==> src/rtl/xlr8_dm_copy_engine.sv <==
// Block-copy bus master for the AVR data memory, sharing the DM port via bus_req/bus_gnt.
// Define XLR8_DM_COPY_FILL_EN to compile in constant-byte fill (fill_mode/fill_data).
module xlr8_dm_copy_engine #(
   parameter int DM_ADDR_W = 16
) (
   input  logic        cp2,
   input  logic        rst,
   input  logic        start,
   input  logic [15:0] src_addr,
   input  logic [15:0] dst_addr,
   input  logic [15:0] len,
   input  logic        fill_mode,
   input  logic [7:0]  fill_data,
   input  logic        abort,
   output logic        busy,
   output logic        done,
   output logic [15:0] cnt_rem,
   output logic        bus_req,
   input  logic        bus_gnt,
   output logic        dm_ce,
   output logic        dm_we,
   output logic [15:0] dm_address,
   output logic [7:0]  dm_din,
   input  logic [7:0]  dm_dout,
   output logic [1:0]  dbg_state
);

   typedef enum logic [1:0] {
      S_IDLE = 2'd0,
      S_RD   = 2'd1,
      S_WR   = 2'd2,
      S_DONE = 2'd3
   } state_t;

   state_t               state_q;
   logic [DM_ADDR_W-1:0] src_q;
   logic [DM_ADDR_W-1:0] dst_q;
   logic [15:0]          cnt_q;
   logic [7:0]           rdata_q;
   logic                 first_q;
   logic                 busy_q;
   logic                 done_q;
   logic                 fill_sel;
   logic                 fill_start;
   logic [7:0]           wr_byte;

`ifdef XLR8_DM_COPY_FILL_EN
   logic                 fill_q;
   logic [7:0]           fill_data_q;
   assign fill_sel   = fill_q;
   assign fill_start = fill_mode;
`else
   logic                 unused_fill;
   assign unused_fill = ^{fill_mode, fill_data};
   assign fill_sel    = 1'b0;
   assign fill_start  = 1'b0;
`endif

   always_ff @(posedge cp2 or posedge rst) begin
      if (rst) begin
         state_q     <= S_IDLE;
         src_q       <= '0;
         dst_q       <= '0;
         cnt_q       <= '0;
         rdata_q     <= '0;
         first_q     <= 1'b0;
         busy_q      <= 1'b0;
         done_q      <= 1'b0;
`ifdef XLR8_DM_COPY_FILL_EN
         fill_q      <= 1'b0;
         fill_data_q <= '0;
`endif
      end else begin
         done_q <= 1'b0;
         case (state_q)
            S_IDLE: begin
               if (start) begin
                  src_q  <= src_addr[DM_ADDR_W-1:0];
                  dst_q  <= dst_addr[DM_ADDR_W-1:0];
                  cnt_q  <= len;
                  busy_q <= 1'b1;
`ifdef XLR8_DM_COPY_FILL_EN
                  fill_q      <= fill_mode;
                  fill_data_q <= fill_data;
`endif
                  if (len == 16'd0) begin
                     state_q <= S_DONE;
                     done_q  <= 1'b1;
                  end else if (fill_start) begin
                     state_q <= S_WR;
                  end else begin
                     state_q <= S_RD;
                  end
               end
            end
            S_RD: begin
               if (abort) begin
                  state_q <= S_IDLE;
                  busy_q  <= 1'b0;
               end else if (bus_gnt) begin
                  src_q   <= src_q + DM_ADDR_W'(1);
                  first_q <= 1'b1;
                  state_q <= S_WR;
               end
            end
            S_WR: begin
               // Capture the read byte now so a stalled write ignores later dm_dout traffic.
               if (first_q) begin
                  rdata_q <= dm_dout;
                  first_q <= 1'b0;
               end
               if (bus_gnt) begin
                  dst_q <= dst_q + DM_ADDR_W'(1);
                  if (cnt_q != 16'd0) cnt_q <= cnt_q - 16'd1;
               end
               if (abort) begin
                  state_q <= S_IDLE;
                  busy_q  <= 1'b0;
               end else if (bus_gnt) begin
                  if (cnt_q == 16'd1) begin
                     state_q <= S_DONE;
                     done_q  <= 1'b1;
                  end else if (fill_sel) begin
                     state_q <= S_WR;
                  end else begin
                     state_q <= S_RD;
                  end
               end
            end
            default: begin
               state_q <= S_IDLE;
               busy_q  <= 1'b0;
            end
         endcase
      end
   end

   always_comb begin
      wr_byte = first_q ? dm_dout : rdata_q;
`ifdef XLR8_DM_COPY_FILL_EN
      if (fill_q) wr_byte = fill_data_q;
`endif
      dm_ce      = 1'b0;
      dm_we      = 1'b0;
      dm_address = '0;
      dm_din     = '0;
      case (state_q)
         S_RD: begin
            dm_ce                       = bus_gnt;
            dm_address[DM_ADDR_W-1:0]   = src_q;
         end
         S_WR: begin
            dm_ce                       = bus_gnt;
            dm_we                       = bus_gnt;
            dm_address[DM_ADDR_W-1:0]   = dst_q;
            dm_din                      = wr_byte;
         end
         default: ;
      endcase
   end

   assign busy      = busy_q;
   assign bus_req   = busy_q;
   assign done      = done_q;
   assign cnt_rem   = cnt_q;
   assign dbg_state = state_q;

endmodule

==> config.mk <==
export PLATFORM = sky130hd
export DESIGN_NAME = xlr8_dm_copy_engine
export DESIGN_NICKNAME = d
export VERILOG_FILES = /design/src/rtl/xlr8_dm_copy_engine.sv
export SDC_FILE = /design/constraint.sdc
export NUM_CORES = 1
export LEC_CHECK = 0
export BUFFER_PORTS_ARGS = -buffer_cell sky130_fd_sc_hd__buf_2
export CORE_MARGIN = 5
export CORE_UTILIZATION = 30
export DETAILED_ROUTE_END_ITERATION = 16
export GPL_TIMING_DRIVEN = 0
export PLACE_DENSITY_LB_ADDON = 0.08
export SLEW_MARGIN = 20
export SYNTH_ARGS = -nofsm -noshare
export SYNTH_HDL_FRONTEND = slang
export SYNTH_SLANG_ARGS = --single-unit
==> constraint.sdc <==
create_clock -name cp2 -period 2.1 [get_ports cp2]
set_input_delay 0.42 -clock cp2 [delete_from_list [all_inputs] [get_ports cp2]]
set_output_delay 0.42 -clock cp2 [all_outputs]
set_load 0.005 [all_outputs]
==> impl_metrics.yaml <==
run_status:
  status: "complete, but fails checks"
  failed_checks: "negative setup slack"
setup_path:
  critical_path.max_stage_delay_ns: 0.46
  setup.worst_path.start: "dbg_state[1]$_DFFE_PP0P_"
  timing.critical_path.from_type: "flop"
  worst_ep_arrival_time_ns: 1.81
  cp_num_cells: 7
  critPathTopFamily: "buffers and inverters"
  path_max_fanout: 6
  slowest_stage: "sky130_fd_sc_hd__dfrtp_2"
  cp.buffers_inverters: 4
  endpoint_kind: "output pin"
  critical_path.most_common_cell: "sky130_fd_sc_hd__clkbuf_16"
  timing.reg2reg.setup_slack_ns: -0.04
  rr_worst_depth: 9
  crit_type: "reg -> out"
  r2r_end: "cnt_rem[9]$_DFFE_PP0P_"
  worst_setup_path_endpoint: "dm_address[13]"
  critical_register_to_register_path_startpoint: "dbg_state[0]$_DFFE_PP0P_"
  crit_chain: "ha_4 > clkbuf_16 > clkbuf_16 > buf_8 > a22oi_2 > nor2b_2 > buf_2"
  cp.required_ns: 1.68
die:
  chipWidth_um: 129.5
  die_h_um: 129.5
  die_area_um2: 16760
  core-area_um2: 13930
  floorplan.rows: 43
  initial_utilization_pct: 30.72
  floorplan.io_pins: 117
detailed_routing:
  drtIter0Drc: 360
  vias: 4828
  drt-wirelength-per-cell_um: 19.67
  drt-vias-per-instance: 5.707
  post-route-drc-count: 0
  drt_first_pass_iters: 5
  antenna_left: 0
  drt-total-wl_mm: 16.64
layout:
  final_util_pct: 45.38
  layout_common_cells: "109 x sky130_fd_sc_hd__buf_2, 54 x sky130_fd_sc_hd__dfrtp_1, 45 x sky130_fd_sc_hd__buf_4"
  final_net_count: 740
  post-route-cell-area_um2: 6324
  num_antenna_cells: 0
  leading_cell_type_in_the_layout_fill_and_taps_excluded: "sky130_fd_sc_hd__buf_2"
  layout-area-overhead-vs-synth_pct: 47.73
  multi_input_area_um2: 2875
  final_layout_size_suffix_gt1_share_pct: 42.79
  layout.filler_cells: 1376
  sequential_standard_cell_area_um2: 1535
power:
  power_per_cell_area_nw_per_um2: 1610
  vdd_drop_max_v: 0.0006169
  power.leakage_nw: 2.695
  finalPower_w: 0.01018
timing:
  postLayoutSetupSlackWorst_ns: -0.1263
  setup_viol: 27
  skew_ns: 0.006369
  final_hold_viol_count: 0
  max_slew.worst_pin.slew_ns: 0.6537
  fin_crit_sh_pct: 106.0
  final_max_slew_viol_count: 0
  grt_setup_unrepaired: "yes"
  max_clock_freq_mhz: 449.2
  relSlewSlack_pct: 56.42
  final.min_clock_period_ns: 2.226
  fin_hold_ws_ns: 0.07678
synth:
  yosys-top-cells-area: "sky130_fd_sc_hd__dfrtp_1 36%, sky130_fd_sc_hd__a21oi_1 4.6%, sky130_fd_sc_hd__mux2i_1 4.4%"
  yosys.area.top_type_share_pct: 35.66
  synth-seq-cells: 61
  syn-num-nets: 580
  synth_largest_area_cell: "sky130_fd_sc_hd__dfrtp_1"
  yosysUniqueCellTypes: 61
  synth_sequential_area_ratio_pct: 35.66
  synthesis.area_um2: 4280
  async_reset_ff_share_pct: 100.0
  synthesis.yosys.warnings: 0
  yosys_most_used_dff: "sky130_fd_sc_hd__dfrtp_1"
  syn-mean-instance-area_um2: 8.527
  synth-edff-count: 0
  netlist_instances: 502
cts:
  clk_pin_slew_ns: 0.05
  ctsHtreeMaxLevel: 3
  tritoncts_clock_tree: "built"
  number_of_buffers_inserted_during_clock_tree_synthesis: 9
  worst_skew_pair.late_latency_ns: 0.34
  cts_hold_buf: 0
  clockRootBuffer: "sky130_fd_sc_hd__clkbuf_16"
  clk_path_buf_depth: 2
  sink_count: 61
placement:
  dpl_worst_slack_ns: -0.8150
  port_buffers: 107
  place_area_um2: 5077
  placer_s_final_routability_congestion_estimate: 0.8701
  hpwl_reported_at_the_end_of_detailed_placement_mm: 11.65
hold_path:
  worst_hold_path_type: "in -> async"
grt:
  grt-ovfl-total: 0
  gr-usage-all-layers_pct: 20.00
  antenna_found_initial: 0
  grt_first_pass_wirelength_mm: 26.20
  via_count_of_the_first_global_routing_pass: 4706
  grt_start_max_net_pins: 33
run:
  cap_violations: 0
## worst min path at each step
stage / endpoint / depth (start not counted) / slack, ns / start
after floorplan: dst_q[8]$_DFFE_PP0P_ / 1 / 0.47 / dst_q[8]$_DFFE_PP0P_
after global placement: rdata_q[3]$_DFFE_PP0N_ / 1 / 0.49 / rdata_q[3]$_DFFE_PP0N_
after detailed placement: done$_DFF_PP0_ / 2 / 0.46 / rst
after CTS: done$_DFF_PP0_ / 2 / 0.1 / rst
after global routing: done$_DFF_PP0_ / 2 / 0.12 / rst
final: done$_DFF_PP0_ / 2 / 0.08 / rst
## power by group
group	switching (W)	internal [W]	leakage, nW	total, W
sequential	0.000868	0.00177	0.711	0.00264
combinational	0.00308	0.00302	1.84	0.00610
clock	0.000553	0.000888	0.139	0.00144
## logic make-up (layout without fill, tap and decap cells)
| group | Yosys count | count (layout) | share of synthesized area [%] |
|---|---|---|---|
| fa+ha+maj | 8 | 8 | 2.339 |
| mux | 27 | 27 | 6.548 |
| flops | 61 | 61 | 35.66 |
| buf+inv | 58 | 222 | 5.408 |
| compound gates | 161 | 161 | 26.05 |
| simple gates | 187 | 187 | 24.00 |
## layer usage
layer,routed length (um),global-route usage (%)
met1,7500,27.53
met2,7887,31.80
met3,949,3.504
met4,303,6.907
met5,0,0
## cell type report
class	instances	area share, %
inverter	21	1.326
clock inverter	1	0.07915
tap	180	3.562
timing repair buffer	154	15.04
buffer	32	5.916
sequential	61	24.28
multi-input combinational	383	45.47
clock buffer	14	4.333
## what timing repair did
| item | in CTS | in global routing |
|---|---|---|
| setup endpoints to repair | 85 | 76 |
| resized for setup | 111 | 71 |
| pin swaps | 6 | 13 |
| gates cloned | 1 | 1 |
| endpoints found under the hold margin | 0 | 0 |
| setup buffers | 29 | 15 |
## Yosys cell counts, drive strengths merged, types with 3 or more instances
| library cell | count |
|---|---|
| a21oi | 39 |
| nor2b | 17 |
| nand3 | 16 |
| mux2 | 8 |
| or2 | 3 |
| nor2 | 24 |
| clkbuf | 27 |
| and2 | 4 |
| o22ai | 12 |
| a32o | 5 |
| a211oi | 6 |
| mux2i | 19 |
| ha | 8 |
| buf | 10 |
| nor4bb | 3 |
| nand4 | 11 |
| o211ai | 6 |
| o2bb2ai | 4 |
| dfrtp | 61 |
| or3 | 4 |
| o32ai | 8 |
| o31ai | 4 |
| or4 | 9 |
| a2bb2oi | 7 |
| and3 | 10 |
| inv | 21 |
| and4 | 4 |
| o21ai | 21 |
| a31oi | 7 |
| nor3 | 12 |
| nand2b | 5 |
| a21boi | 9 |
| nor4 | 17 |
| a22oi | 15 |
| nand2 | 41 |
## metrics by stage
step           std cells    TNS, ns
6_report             846     -2.045
5_1_grt              846     -4.869
4_1_cts              832     -2.767
3_5_place_dp         790     -37.20
3_3_place_gp         789     -93.43
2_1_floorplan        502  -0.005884
## registers in the layout (all words and copies together), names as in the netlist
name and flops:
bus_req 1, first_q 1, cnt_rem 16, rdata_q 8
src_q 16, done 1, dbg_state 2, dst_q 16
No activity file was read; power rests on OpenSTA's default activity.
